File: src/rtl/cascade_lane_align_ctrl.sv
// Per-lane receive alignment: sweeps delay taps, centres on the widest passing
// window, then bitslips until the word matches the training pattern exactly.
module cascade_lane_align_ctrl #(
  parameter int                    LANE_NUM   = 10,
  parameter int                    SER_FACTOR = 4,
  parameter int                    TAP_W      = 5,
  parameter logic [SER_FACTOR-1:0] TRAIN_PAT  = 4'b0011,
  parameter int                    SETTLE_CYC = 8,
  parameter int                    CHECK_CYC  = 16,
  localparam int                   LW = (LANE_NUM > 1) ? $clog2(LANE_NUM) : 1
) (
  input  logic                           i_clk,
  input  logic                           i_rst,
  input  logic                           i_align_req,
  input  logic [LANE_NUM-1:0]            i_lane_mask,
  input  logic [LANE_NUM*SER_FACTOR-1:0] i_rx_data,
  output logic [LANE_NUM*TAP_W-1:0]      o_delay_val,
  output logic [LANE_NUM-1:0]            o_delay_ld,
  output logic [LANE_NUM-1:0]            o_bitslip,
  output logic [LANE_NUM-1:0]            o_lane_done,
  output logic [LANE_NUM-1:0]            o_lane_err,
  output logic                           o_busy,
  output logic                           o_align_done,
  output logic [LW-1:0]                  o_cur_lane
);

  localparam int CNT_MAX = (SETTLE_CYC > CHECK_CYC) ? SETTLE_CYC : CHECK_CYC;
  localparam int CW      = $clog2(CNT_MAX + 1);
  localparam int SW      = $clog2(SER_FACTOR) + 1;
  localparam logic [TAP_W-1:0] TAP_MAX = '1;

  typedef enum logic [3:0] {
    IDLE, SEL, TAP_LD, SETTLE, CHECK, CENTER, SLIP_CHK, SLIP, LANE_END, FIN
  } state_t;

  state_t              state, state_nxt;
  logic [LW-1:0]       cur, sel_idx;
  logic                sel_any;
  logic [LANE_NUM-1:0] pending;
  logic [TAP_W-1:0]    tap, run_start, best_start, run_start_nxt, center;
  logic [TAP_W:0]      run_len, best_len, run_len_nxt;
  logic [CW-1:0]       cnt;
  logic [SW-1:0]       slips;
  logic                ok, in_slip;
  logic [SER_FACTOR-1:0] word;
  logic                pass_now, exact_now, last_settle, last_check;
  logic [TAP_W-1:0]    dv [LANE_NUM];

  function automatic logic is_rotation(input logic [SER_FACTOR-1:0] w);
    logic [2*SER_FACTOR-1:0] dbl;
    logic                    hit;
    dbl = {TRAIN_PAT, TRAIN_PAT};
    hit = 1'b0;
    for (int r = 0; r < SER_FACTOR; r++)
      if (dbl[r +: SER_FACTOR] == w) hit = 1'b1;
    return hit;
  endfunction

  always_comb begin
    sel_any = 1'b0;
    sel_idx = '0;
    for (int k = LANE_NUM - 1; k >= 0; k--)
      if (pending[k]) begin
        sel_any = 1'b1;
        sel_idx = LW'(k);
      end
    word = '0;
    for (int k = 0; k < LANE_NUM; k++)
      if (cur == LW'(k)) word = i_rx_data[k*SER_FACTOR +: SER_FACTOR];
  end

  // ok accumulates the per-word result across one check window
  assign pass_now      = ok & is_rotation(word);
  assign exact_now     = ok & (word == TRAIN_PAT);
  assign last_settle   = (cnt == CW'(SETTLE_CYC - 1));
  assign last_check    = (cnt == CW'(CHECK_CYC - 1));
  assign run_len_nxt   = pass_now ? run_len + (TAP_W+1)'(1) : '0;
  assign run_start_nxt = (pass_now && run_len == '0) ? tap : run_start;
  assign center        = best_start + best_len[TAP_W:1];

  always_comb begin
    state_nxt = state;
    case (state)
      IDLE, FIN: if (i_align_req) state_nxt = SEL;
      SEL:       state_nxt = sel_any ? TAP_LD : FIN;
      TAP_LD:    state_nxt = SETTLE;
      SETTLE:    if (last_settle) state_nxt = in_slip ? SLIP_CHK : CHECK;
      CHECK:     if (last_check) state_nxt = (tap == TAP_MAX) ? CENTER : TAP_LD;
      CENTER:    state_nxt = (best_len == '0) ? LANE_END : SETTLE;
      SLIP_CHK:
        if (last_check) begin
          if (exact_now || slips == SW'(SER_FACTOR - 1)) state_nxt = LANE_END;
          else                                           state_nxt = SLIP;
        end
      SLIP:      state_nxt = SETTLE;
      LANE_END:  state_nxt = SEL;
      default:   state_nxt = IDLE;
    endcase
  end

  always_ff @(posedge i_clk or posedge i_rst) begin
    if (i_rst) state <= IDLE;
    else       state <= state_nxt;
  end

  always_ff @(posedge i_clk or posedge i_rst) begin
    if (i_rst) begin
      cur <= '0; pending <= '0; tap <= '0; cnt <= '0; slips <= '0;
      ok <= 1'b0; in_slip <= 1'b0;
      run_start <= '0; run_len <= '0; best_start <= '0; best_len <= '0;
      o_delay_ld <= '0; o_bitslip <= '0; o_lane_done <= '0; o_lane_err <= '0;
      for (int k = 0; k < LANE_NUM; k++) dv[k] <= '0;
    end else begin
      o_delay_ld <= '0;
      o_bitslip  <= '0;
      case (state)
        IDLE, FIN:
          if (i_align_req) begin
            pending     <= i_lane_mask;
            o_lane_done <= '0;
            o_lane_err  <= '0;
          end
        SEL: begin
          cur <= sel_idx; tap <= '0; in_slip <= 1'b0; slips <= '0;
          run_start <= '0; run_len <= '0; best_start <= '0; best_len <= '0;
        end
        TAP_LD: begin
          dv[cur]         <= tap;
          o_delay_ld[cur] <= 1'b1;
          cnt             <= '0;
        end
        SETTLE: begin
          ok  <= 1'b1;
          cnt <= last_settle ? '0 : cnt + CW'(1);
        end
        CHECK: begin
          ok  <= pass_now;
          cnt <= cnt + CW'(1);
          if (last_check) begin
            // Best is replaced only by a strictly longer run, so ties keep the first
            run_len   <= run_len_nxt;
            run_start <= run_start_nxt;
            if (run_len_nxt > best_len) begin
              best_len   <= run_len_nxt;
              best_start <= run_start_nxt;
            end
            tap <= tap + TAP_W'(1);
            cnt <= '0;
          end
        end
        CENTER: begin
          o_delay_ld[cur] <= 1'b1;
          cnt             <= '0;
          if (best_len == '0) begin
            dv[cur]         <= '0;
            o_lane_err[cur] <= 1'b1;
          end else begin
            dv[cur] <= center;
            in_slip <= 1'b1;
          end
        end
        SLIP_CHK: begin
          ok  <= exact_now;
          cnt <= cnt + CW'(1);
          if (last_check) begin
            cnt <= '0;
            if (exact_now)                           o_lane_done[cur] <= 1'b1;
            else if (slips == SW'(SER_FACTOR - 1))   o_lane_err[cur]  <= 1'b1;
          end
        end
        SLIP: begin
          o_bitslip[cur] <= 1'b1;
          slips          <= slips + SW'(1);
          cnt            <= '0;
        end
        LANE_END: pending[cur] <= 1'b0;
        default: ;
      endcase
    end
  end

  for (genvar g = 0; g < LANE_NUM; g++) begin : g_dv
    assign o_delay_val[g*TAP_W +: TAP_W] = dv[g];
  end

  assign o_busy       = (state != IDLE) && (state != FIN);
  assign o_align_done = (state == FIN);
  assign o_cur_lane   = o_busy ? cur : '0;

endmodule

File: config.mk
export PLATFORM = sky130hd
export DESIGN_NAME = cascade_lane_align_ctrl
export DESIGN_NICKNAME = d
export VERILOG_FILES = /design/src/rtl/cascade_lane_align_ctrl.sv
export SDC_FILE = /design/constraint.sdc
export NUM_CORES = 1
export LEC_CHECK = 0
export CAP_MARGIN = 20
export CELL_PAD_IN_SITES_DETAIL_PLACEMENT = 1
export CELL_PAD_IN_SITES_GLOBAL_PLACEMENT = 2
export CORE_UTILIZATION = 34
export DETAILED_ROUTE_END_ITERATION = 6
export HOLD_SLACK_MARGIN = 0.06
export MAX_ROUTING_LAYER = met4
export PLACE_DENSITY = 0.88
export SETUP_SLACK_MARGIN = 0.5
export SLEW_MARGIN = 30
export SYNTH_ARGS = -nofsm -noshare
export SYNTH_HDL_FRONTEND = slang
export SYNTH_SLANG_ARGS = --single-unit
File: constraint.sdc
create_clock -name i_clk -period 9.2 [get_ports i_clk]
set_input_delay 1.84 -clock i_clk [delete_from_list [all_inputs] [get_ports i_clk]]
set_output_delay 1.84 -clock i_clk [all_outputs]
set_load 0.02 [all_outputs]
==> impl_metrics.env <==
export IMPL_ys_async_sr_fraction_pct=100
export IMPL_power_density_nw_per_um2=304
export IMPL_crit_family="compound AO/OA/AOI/OAI gates"
export IMPL_post_cts_buffers=0
export IMPL_setup_viol=0
export IMPL_synth_edff_count=0
export IMPL_ys_seq_area_share_pct=52.2
export IMPL_tightest_slew_ps=972
export IMPL_crit_type="input pin to flop"
export IMPL_synth_top_flop_cell="dfrtp_1"
export IMPL_vdd_ir_drop_max_mv=0.180
export IMPL_reg2reg_from="cur[1]$_DFFE_PP0P_"
export IMPL_synth_warnings=0
export IMPL_clk_pin_slew_ps=70
export IMPL_timing_rr_end="best_len[2]$_DFFE_PP0P_"
export IMPL_pre_cts_ws_ps=3200
export IMPL_antenna_found_initial=0
export IMPL_holdPathEnd="o_lane_done[3]$_DFFE_PP0P_"
export IMPL_die_w_um=145
export IMPL_io_pins=149
export IMPL_rsz0062_at_grt="false"
export IMPL_synth_compound_area_share_pct=18.3
export IMPL_overflow=0
export IMPL_post_route_min_period_ps=5620
export IMPL_p_sw_mw=1.15
export IMPL_insertion_delay_ps=430
export IMPL_switching_share_pct=41.0
export IMPL_status="finished, final reports clean"
export IMPL_cts_root_buffer="clkbuf_16"
export IMPL_cts_resized=0
export IMPL_avgSynthCellArea_um2=9.66
export IMPL_holdCritStartpoint="o_lane_done[3]$_DFFE_PP0P_"
export IMPL_drc=0
export IMPL_min_path_cells=2
export IMPL_synth_mux_area_share_pct=3.06
export IMPL_cts_tree="done"
export IMPL_cts_hold_buffers=0
export IMPL_start_kind="input pin"
export IMPL_synthSimpleGateAreaFrac_pct=17.5
export IMPL_path_common_cell="o21ai_0"
export IMPL_avgViaCountPerCell=5.26
export IMPL_layout_drive_gt1_share_pct=6.90
export IMPL_maxCapViolations=0
export IMPL_wirelength_um=21600
export IMPL_rrSetupSlack_ps=4270
export IMPL_syn_inst=719
export IMPL_critPathSlowestCell="o41ai_4"
export IMPL_num_antenna_cells=0
export IMPL_cts_max_level=4
export IMPL_worstPathBufferInverterCount=1
export IMPL_p_comb_share_pct=42.7
export IMPL_wl_per_cell_um=19.1
export IMPL_synth_top_family_by_area="compound AO/OA/AOI/OAI gates"
export IMPL_synth_top_area_share_pct=52.2
export IMPL_dp_hpwl_um=15400
export IMPL_synth_distinct_cells=66
export IMPL_pwr_share_clk_pct=23.0
export IMPL_grt_pass1_vias=6337
export IMPL_grt_usage_pct=22.1
export IMPL_hp_class="flop to flop"
export IMPL_cp_data_arrival_time_ps=5950
export IMPL_area_growth_pct=32.4
export IMPL_drt_iter0_drc=322
export IMPL_io_buffers=148
export IMPL_slew_limit_headroom_pct=35.1
export IMPL_max_stage_delay_ps=490
export IMPL_start_util_pct=35.2
export IMPL_crit_chain="clkdlybuf4s50_1 -> mux4_2 -> nor3b_1 -> o41ai_4 -> xnor2_2 -> nand3_2 -> nor2_1 -> ha_1 -> nor2b_1 -> o21ai_0 -> nand2b_1 -> a2111oi_0 -> o21ai_0 -> o21ai_1 -> nand2_1 -> o31ai_1"
export IMPL_synth_fa_ha_area_share_pct=3.71
export IMPL_synth_top_area_cell="dfrtp_1"
export IMPL_clk_path_buf_depth=2
export IMPL_seq_power_share_pct=34.2
export IMPL_fin_worst_skew_ps=11.9
export IMPL_cts_sinks=145
export IMPL_syn_nets=792
export IMPL_finalCritPeriodShare_pct=61.1
export IMPL_p_leak_nw=3.95
export IMPL_cts_buffers=17
export IMPL_hold_viol=0
export IMPL_drtAntennaViolNets=0
export IMPL_grt_first_pass_wirelength_um=35300
export IMPL_core_area_um2=19700
export IMPL_p_int_mw=1.65
export IMPL_place_congestion=0.802
export IMPL_fin_tns_setup_ps=0
export IMPL_die_h_um=145
export IMPL_fmax_mhz=178
export IMPL_num_rows=51
export IMPL_slew_viol_final=0
export IMPL_yosys_top_cells_area="dfrtp_1 (52%), nor2_1 (6.5%), a21oi_1 (5.0%), o21ai_0 (4.0%), nand2_1 (3.6%)"
export IMPL_layout_nets=930
export IMPL_reg2reg_depth=16
export IMPL_die_area_um2=21000
export IMPL_grt_max_degree=80
export IMPL_detailedRoute_firstPassIterationCount=4
export IMPL_critPathCaptureType="flop"
export IMPL_synth_xor_area_share_pct=1.62
export IMPL_fin_ws_ps=3580
export IMPL_via_count=5968
export IMPL_ys_ff_latch=145
export IMPL_synth_area_um2=6950
export IMPL_worstPathMaxFanout=11
export IMPL_critPathRequiredTime_ps=9530
[worst max path at each step]
stage                              from                        end  slack, ps  cells past startpoint
after floorplan                   i_rst    best_len[0]$_DFFE_PP0P_       3470                      1
after global placement    i_rx_data[22]    best_len[2]$_DFFE_PP0P_       3220                     16
after detailed placement   i_rx_data[6]  best_start[2]$_DFFE_PP0P_       3200                     16
after CTS                 i_rx_data[22]    best_len[2]$_DFFE_PP0P_       3590                     16
after global routing      i_rx_data[22]  best_start[1]$_DFFE_PP0P_       3280                     16
final                     i_rx_data[22]    best_len[2]$_DFFE_PP0P_       3580                     16
[synthesized netlist by cell type (4+ instances only)]
cell type / n
o21a_1: 11
o31ai_1: 5
dfrtp_1: 145
mux2i_1: 13
nor3_1: 8
nand2b_1: 12
inv_1: 24
xor2_1: 5
nor2b_1: 9
a21o_1: 5
a21oi_1: 69
buf_2: 4
a22oi_1: 4
o21ai_0: 56
nand3_1: 17
a22o_1: 4
a32o_1: 13
and3_1: 4
nor2_1: 120
xnor2_1: 6
o21ai_1: 6
nand2_1: 66
ha_1: 19
nand4_1: 5
clkbuf_1: 24
[cells by family after synthesis]
group           after synthesis
buf+inv                      57
xor+xnor                     12
compound gates              201
flops                       145
fa+ha+maj                    20
simple gates                266
mux                          18
[per-layer routing]
layer / global-route usage (%) / vias up / wire (µm)
met3: 4.28 / 44 / 937
met1: 27.0 / 2978 / 9480
met2: 35.6 / 157 / 10600
met5: - / - / 0
met4: 9.68 / 0 / 652
li1: - / 2789 / -
[cell usage in the layout, fill, tap and decap left out, types with 4 or more instances in the layout]
| cell | synthesis | layout |
|---|---|---|
| a21o_1 | 5 | 5 |
| a21oi_1 | 69 | 67 |
| a22o_1 | 4 | 4 |
| a22oi_1 | 4 | 4 |
| a32o_1 | 13 | 13 |
| and3_1 | 4 | 4 |
| clkbuf_16 | 0 | 17 |
| clkdlybuf4s50_1 | 0 | 148 |
| clkinv_4 | 0 | 5 |
| dfrtp_1 | 145 | 145 |
| ha_1 | 19 | 19 |
| inv_1 | 24 | 23 |
| mux2i_1 | 13 | 13 |
| nand2_1 | 66 | 66 |
| nand2b_1 | 12 | 12 |
| nand3_1 | 17 | 17 |
| nand4_1 | 5 | 5 |
| nor2_1 | 120 | 119 |
| nor2_2 | 3 | 4 |
| nor2b_1 | 9 | 9 |
| nor3_1 | 8 | 8 |
| o21a_1 | 11 | 11 |
| o21ai_0 | 56 | 55 |
| o21ai_1 | 6 | 7 |
| o31ai_1 | 5 | 5 |
| xnor2_1 | 6 | 6 |
| xor2_1 | 5 | 5 |
[layout make-up]
cell class	count	area [µm²]
clock buffers	18	439
clock inverters	13	106
fillers	2219	10500
inverters	24	95.1
multi-input cells	517	3090
flip-flops and latches	145	3630
well taps	265	332
repair buffers	152	1510
[per-stage QoR]
| step | util [%] | total power [mW] | hold WS, ps | instances | cell area (µm²) |
|---|---|---|---|---|---|
| 6_report | 46.7 | 2.79 | 482 | 1134 | 9200 |
| 5_1_grt | 46.7 | 2.96 | 509 | 1134 | 9200 |
| 2_1_floorplan | - | 1.69 | 450 | 719 | 6950 |
| 4_1_cts | 46.7 | 2.83 | 485 | 1134 | 9200 |
| 3_3_place_gp | 43.8 | 2.13 | 464 | 1101 | 8630 |
| 3_5_place_dp | 43.9 | 2.16 | 469 | 1103 | 8650 |
[power groups by stage]
stage / registers, mW / clock network, mW / logic, mW
after floorplan: 1.04 / 0 / 0.653
after global placement: 0.962 / 0 / 1.17
after detailed placement: 0.966 / 0 / 1.19
after CTS: 0.957 / 0.660 / 1.21
after global routing: 0.981 / 0.684 / 1.30
final: 0.956 / 0.644 / 1.19
[worst register-to-register path, cell delays in order (launching register included)]
cell and delay [ps]:
dfrtp_1 920, nor2_1 280, nand2_1 370, o221ai_1 210, o22ai_1 440, xnor2_2 260
nand3_2 280, nor2_1 180, ha_1 250, nor2b_1 130, o21ai_0 150, nand2b_1 70
a2111oi_0 370, o21ai_0 220, o21ai_1 480, nand2_1 130, o31ai_1 100
[flip-flops by register name, indices dropped and copies added (netlist names)]
name,count
o_delay_val,50
o_bitslip,10
o_delay_ld,10
o_lane_done,10
o_lane_err,10
pending,10
best_len,6
run_len,6
best_start,5
cnt,5
run_start,5
tap,5
cur,4
state,4
slips,3
in_slip,1
ok,1
Power figures use the tool's default switching activity.
